### src/rtl/adpll_defs.sv
// Shared ADPLL definitions: FSM encodings and default widths used by the
// edge rate meter and the phase accumulator.
package adpll_defs;

    typedef enum logic [1:0] {
        ST_IDLE   = 2'd0,
        ST_SETTLE = 2'd1,
        ST_GATE   = 2'd2
    } erm_state_t;

    localparam int GATE_LOG2_DEF = 12;
    localparam int CNT_WIDTH_DEF = 12;

endpackage

### src/rtl/sync_edge_detect.sv
// Brings an asynchronous level into the fpga_clk_i domain and flags each
// rising edge for exactly one cycle.
module sync_edge_detect #(
    parameter int SYNC_STAGES = 2
) (
    input  logic fpga_clk_i,
    input  logic reset_i,
    input  logic async_i,
    output logic rise_o
);

    logic [SYNC_STAGES-1:0] sync_q;
    logic                   hist_q;

    always_ff @(posedge fpga_clk_i) begin
        if (reset_i) begin
            sync_q <= '0;
            hist_q <= 1'b0;
        end else begin
            sync_q <= {sync_q[SYNC_STAGES-2:0], async_i};
            hist_q <= sync_q[SYNC_STAGES-1];
        end
    end

    assign rise_o = sync_q[SYNC_STAGES-1] & ~hist_q;

endmodule

### src/rtl/edge_rate_meter.sv
// Counts rising edges of meas_clk_i over back-to-back gate windows of
// 2^GATE_LOG2 fpga_clk_i cycles and reports each completed window.
module edge_rate_meter
    import adpll_defs::*;
#(
    parameter int GATE_LOG2   = GATE_LOG2_DEF,
    parameter int CNT_WIDTH   = CNT_WIDTH_DEF,
    parameter int SYNC_STAGES = 2
) (
    input  logic                 fpga_clk_i,
    input  logic                 reset_i,
    input  logic                 enable_i,
    input  logic                 meas_clk_i,
    output logic [CNT_WIDTH-1:0] count_o,
    output logic                 valid_o,
    output logic                 overflow_o,
    output logic                 busy_o
);

    localparam int                   SETTLE_W = $clog2(SYNC_STAGES + 1);
    localparam logic [CNT_WIDTH-1:0] CNT_MAX  = '1;

    erm_state_t           state_q, state_d;
    logic [SETTLE_W-1:0]  settle_q;
    logic [GATE_LOG2-1:0] gate_q;
    logic                 settle_done, gate_last, count_en;

    logic                 rise_p0;
    logic [CNT_WIDTH-1:0] run_p1, run_nxt;
    logic                 sat_p1, sat_nxt;

    function automatic logic [CNT_WIDTH-1:0] sat_inc(input logic [CNT_WIDTH-1:0] v,
                                                     input logic inc);
        return (inc && (v != CNT_MAX)) ? v + 1'b1 : v;
    endfunction

    function automatic logic sat_hit(input logic [CNT_WIDTH-1:0] v, input logic inc);
        return inc && (v == CNT_MAX);
    endfunction

    // Stage p0: synchronized edge strobe
    sync_edge_detect #(
        .SYNC_STAGES(SYNC_STAGES)
    ) u_sync_edge (
        .fpga_clk_i(fpga_clk_i),
        .reset_i   (reset_i),
        .async_i   (meas_clk_i),
        .rise_o    (rise_p0)
    );

    always_ff @(posedge fpga_clk_i) begin
        if (reset_i) state_q <= ST_IDLE;
        else         state_q <= state_d;
    end

    // The terminal GATE cycle still completes even when enable_i falls.
    always_comb begin
        state_d = state_q;
        unique case (state_q)
            ST_IDLE:   if (enable_i) state_d = ST_SETTLE;
            ST_SETTLE: begin
                if (!enable_i)        state_d = ST_IDLE;
                else if (settle_done) state_d = ST_GATE;
            end
            ST_GATE:   if (!enable_i) state_d = ST_IDLE;
            default:   state_d = ST_IDLE;
        endcase
    end

    always_comb begin
        busy_o      = (state_q != ST_IDLE);
        count_en    = (state_q == ST_GATE);
        gate_last   = count_en && (gate_q == '1);
        settle_done = (state_q == ST_SETTLE) && (settle_q == SETTLE_W'(SYNC_STAGES));
    end

    always_ff @(posedge fpga_clk_i) begin
        if (reset_i) begin
            settle_q <= '0;
            gate_q   <= '0;
        end else begin
            settle_q <= ((state_q == ST_SETTLE) && !settle_done) ? settle_q + 1'b1 : '0;
            gate_q   <= count_en ? gate_q + 1'b1 : '0;
        end
    end

    assign run_nxt = sat_inc(run_p1, rise_p0);
    assign sat_nxt = sat_p1 | sat_hit(run_p1, rise_p0);

    // Stage p1: running count; result registers load on the terminal cycle
    always_ff @(posedge fpga_clk_i) begin
        if (reset_i) begin
            run_p1     <= '0;
            sat_p1     <= 1'b0;
            count_o    <= '0;
            overflow_o <= 1'b0;
            valid_o    <= 1'b0;
        end else begin
            valid_o <= gate_last;
            if (gate_last) begin
                count_o    <= run_nxt;
                overflow_o <= sat_nxt;
                run_p1     <= '0;
                sat_p1     <= 1'b0;
            end else if (count_en) begin
                run_p1 <= run_nxt;
                sat_p1 <= sat_nxt;
            end else begin
                run_p1 <= '0;
                sat_p1 <= 1'b0;
            end
        end
    end

endmodule

### config.mk
export PLATFORM = sky130hd
export DESIGN_NAME = edge_rate_meter
export DESIGN_NICKNAME = d
export VERILOG_FILES = /design/src/rtl/adpll_defs.sv /design/src/rtl/sync_edge_detect.sv /design/src/rtl/edge_rate_meter.sv
export SDC_FILE = /design/constraint.sdc
export NUM_CORES = 1
export LEC_CHECK = 0
export ABC_AREA = 1
export CAP_MARGIN = 30
export CORE_AREA = 3 3 95 52
export DETAILED_ROUTE_END_ITERATION = 8
export DIE_AREA = 0 0 98 55
export PLACE_DENSITY = 0.73
export SETUP_SLACK_MARGIN = 0.2
export SKIP_CTS_REPAIR_TIMING = 1
export SLEW_MARGIN = 25
export SYNTH_ARGS = -nofsm -noshare
export SYNTH_HDL_FRONTEND = slang
export SYNTH_SLANG_ARGS = --single-unit
export TNS_END_PERCENT = 5
### constraint.sdc
create_clock -name fpga_clk_i -period 1.5 [get_ports fpga_clk_i]
set_clock_uncertainty 0.05 [all_clocks]
set_input_delay 0.225 -clock fpga_clk_i [delete_from_list [all_inputs] [get_ports fpga_clk_i]]
set_output_delay 0.225 -clock fpga_clk_i [all_outputs]
set_load 0.01 [all_outputs]
==> run summary <==
Critical path
* sky130_fd_sc_hd__dfxtp_4 — highest-delay cell along the critical path
* 3 — Worst Path Buf+Inv
* 10 — Crit. path cell count
* reg2reg — type of the worst setup path
* 10 — depth of the most critical reg-to-reg path
* 7 — Critical Path Fanout Max
* flop — CP Capture Type
* sky130_fd_sc_hd__nand3_4 — Critical Path Most Common Cell
* ha_4 -> nand3_4 -> nor2_4 -> nand2_2 -> clkinv_4 -> nand3_4 -> buf_8 -> a21oi_2 -> nand2_1 -> inv_1 — cells along the critical path
* simple AND/OR/NAND/NOR gates — CP top delay family
* 370 ps — Slowest Stage Delay on Critical Path
* flop — nature of the critical path startpoint
* 1700 ps — Required @ worst endpoint
* 1690 ps — Critical Path AT

GRT
* 0 — antenna violations before repair
* 0 — aggregate global routing overflow
* 1594 — vias in the first global route
* 14 — maximum number of pins on one net before global-route repair
* 17.6% — aggregate global-route resource usage
* 7310 um — first-pass GRT wire length

STA
* 77.3% — worst relative slew slack
* 0 — max-slew violation count
* 0 — # setup viols final
* 99.0% — Tcrit/Tclk final
* 0 — hold violation count in the final report
* yes — setup repair after global routing missed its margin
* 674 MHz — Highest Clock Rate
* 356 ps — post-route worst hold slack
* 15.5 ps — post-route setup slack
* 1480 ps — minimum period implied by the final worst setup slack
* 341 ps — transition time of the tightest slew-check pin

Cells and area
* 30.7% — Area Overhead vs Synth
* 0 — # diodes
* 24.4% — proportion of layout cells with a drive suffix above 1
* 0.00276 sq mm — final non-filler cell area
* 393 — count of non-filler cells in the finished layout
* 342 — number of nets in the final layout

Power and ir drop
* 0.438 mW — reported net switching power
* 2.06 mW — total power after layout
* 1.26 nW — Pleak
* 59.7% — Sequential Power Share
* 37.6% — clock share of power
* 2.7% — part of the power in combinational logic
* 746 mW/mm^2 — power density over the cells
* 21.3% — fraction of power spent switching nets
* 1.62 mW — internal power of the cells
* 0.407 mV — peak ir drop on the vdd network

Placement
* 0.841 — GP Congestion
* -24.3 ps — worst slack after detailed placement
* 0.00247 sq mm — placed cell area
* 377 — placed cell count
* 3260 um — total half-perimeter wirelength after legalization and detailed placement
* 18 — Port Buffers

Floorplanning
* 49.8% — Initial Util
* 0.00423 sq mm — Core Box Area
* 17 — number of core rows
* 55 um — vertical extent of the die
* 0.00539 sq mm — die outline area
* 19 — number of placed I/O pins
* 98 um — width of the chip

Clock network
* 46 — clock sink count
* yes — TritonCTS clock tree
* 2 — Clock Path Buffers
* 2 — H-tree levels
* 5 — Inserted Clock Buffers
* 300 ps — Worst-Skew Late Latency
* 80 ps — Worst-path clk slew
* sky130_fd_sc_hd__clkbuf_8 — library cell used as clock root buffer

Synthesis
* 0 — YS warnings
* sky130_fd_sc_hd__dfxtp_1 — most used flip-flop cell after synthesis
* sky130_fd_sc_hd__nand2_1 — most frequent cell after synthesis
* sky130_fd_sc_hd__dfxtp_1, sky130_fd_sc_hd__nand2_1, sky130_fd_sc_hd__inv_1 — largest cells by area after synthesis
* 0% — fraction of registers with async set or reset after synthesis
* 296 — post-synthesis instance total
* 46 — number of register bits inferred by synthesis
* 26 — number of library cell types mapped by synthesis
* sky130_fd_sc_hd__dfxtp_1 — library cell with the largest summed area after synthesis
* sky130_fd_sc_hd__nand2_1, sky130_fd_sc_hd__inv_1, sky130_fd_sc_hd__dfxtp_1 — most instantiated cells after synthesis
* 43.7% — top cell type's share of synthesized area
* 0.00211 sq mm — synthesized area
* 7.13 sq um — average instance area after synthesis
* 303 — Synth Net Count
* 0 — number of enable-type register cells in the synthesized netlist
* 43.7% — sequential area share after synthesis

Detailed routing
* 4 — first drt pass iteration count
* 0 — DRC violations left
* 4.75 — vias per cell
* 1867 — total vias in the final route
* 0 — Detail Route Antenna Nets
* 11.8 um — WL/cell
* 63 — violation count after the first detailed-route iteration
* 4640 um — WL final

Outcome
* completed — outcome

Run
* 0 — number of max-cap violations

Hold path
* 2 — cell depth of the worst hold path
* reg2reg — kind of path behind the tightest hold check

## final timing paths
kind                                            start                    end  slack, ps
worst max-delay path                        gate_q[0]             count_o[3]         20
worst min-delay path            u_sync_edge.sync_q[0]  u_sync_edge.sync_q[1]        360
worst max register to register              gate_q[0]             count_o[3]         20
worst min register to register  u_sync_edge.sync_q[0]  u_sync_edge.sync_q[1]        360
## registers in the layout, indices dropped and copies added (netlist names)
name                flops
run_p1                 12
u_sync_edge.hist_q      1
gate_q                 12
overflow_o              1
state_q                 2
u_sync_edge.sync_q      2
count_o                12
valid_o                 1
settle_q                2
sat_p1                  1
## layout by cell type (no fill, tap or decap), types with 5 or more instances in the layout
master | synthesis | final
sky130_fd_sc_hd__nor2_1 | 43 | 37
sky130_fd_sc_hd__nand2_1 | 69 | 66
sky130_fd_sc_hd__a21oi_1 | 18 | 16
sky130_fd_sc_hd__clkbuf_8 | 0 | 6
sky130_fd_sc_hd__nand3_2 | 2 | 9
sky130_fd_sc_hd__inv_1 | 47 | 44
sky130_fd_sc_hd__dfxtp_2 | 0 | 9
sky130_fd_sc_hd__nand3_1 | 20 | 11
sky130_fd_sc_hd__o21ai_0 | 10 | 9
sky130_fd_sc_hd__dfxtp_1 | 46 | 36
sky130_fd_sc_hd__dlymetal6s2s_1 | 0 | 14
sky130_fd_sc_hd__inv_2 | 2 | 5
sky130_fd_sc_hd__buf_4 | 1 | 16
sky130_fd_sc_hd__nor2_2 | 5 | 8
sky130_fd_sc_hd__a21oi_2 | 7 | 9
## final cells by class
class | count | area [sq um]
well taps | 57 | 71.3
clock buffers | 7 | 86.3
clock inverters | 1 | 5.00
multi-input cells | 195 | 1090
repair buffers | 36 | 362
inverters | 51 | 201
fillers | 378 | 1480
flip-flops and latches | 46 | 936
## kinds of logic (layout without fill, tap and decap cells)
family / Yosys count / count (layout) / synth area share (%)
buf+inv: 55 / 95 / 10.9
fa+ha+maj: 3 / 3 / 1.78
compound gates: 36 / 36 / 9.91
flops: 46 / 46 / 43.7
xor+xnor: 8 / 8 / 3.32
simple gates: 148 / 148 / 30.5
## worst register-to-register path, cell delays in order, from the launching register on
cell and delay, ps:
sky130_fd_sc_hd__dfxtp_4 370, sky130_fd_sc_hd__ha_4 150, sky130_fd_sc_hd__nand3_4 80, sky130_fd_sc_hd__nor2_4 110, sky130_fd_sc_hd__nand2_2 80, sky130_fd_sc_hd__clkinv_4 60, sky130_fd_sc_hd__nand3_4 120, sky130_fd_sc_hd__buf_8 190
sky130_fd_sc_hd__a21oi_2 120, sky130_fd_sc_hd__nand2_1 60, sky130_fd_sc_hd__inv_1 50
## power groups by stage
| stage | sequential, mW | combinational, mW | clock, mW |
|---|---|---|---|
| finish | 1.23 | 0.0553 | 0.773 |
| global route | 1.23 | 0.0605 | 0.844 |
| CTS | 1.23 | 0.0512 | 0.792 |
| detailed placement | 1.26 | 0.0508 | 0 |
| global placement | 1.26 | 0.0505 | 0 |
| floorplan | 1.26 | 0.0256 | 0 |
## through the flow
step | utilization, % | TNS [ps]
floorplan | - | 0
global placement | 58.4 | -156
detailed placement | 58.4 | -213
CTS | 60.5 | -522
global route | 65.1 | -882
finish | 65.1 | 0
## layer usage
metal	wire, um	GRT usage [%]	part of all wire [%]	vias to the layer above
met5	0	0	0	-
met4	59	6.67	1.3	0
met3	213	4.51	4.6	7
met2	1840	24.9	40	43
met1	2520	25.5	54	826
li1	-	-	-	991
No activity file was read; power rests on OpenSTA's default activity.
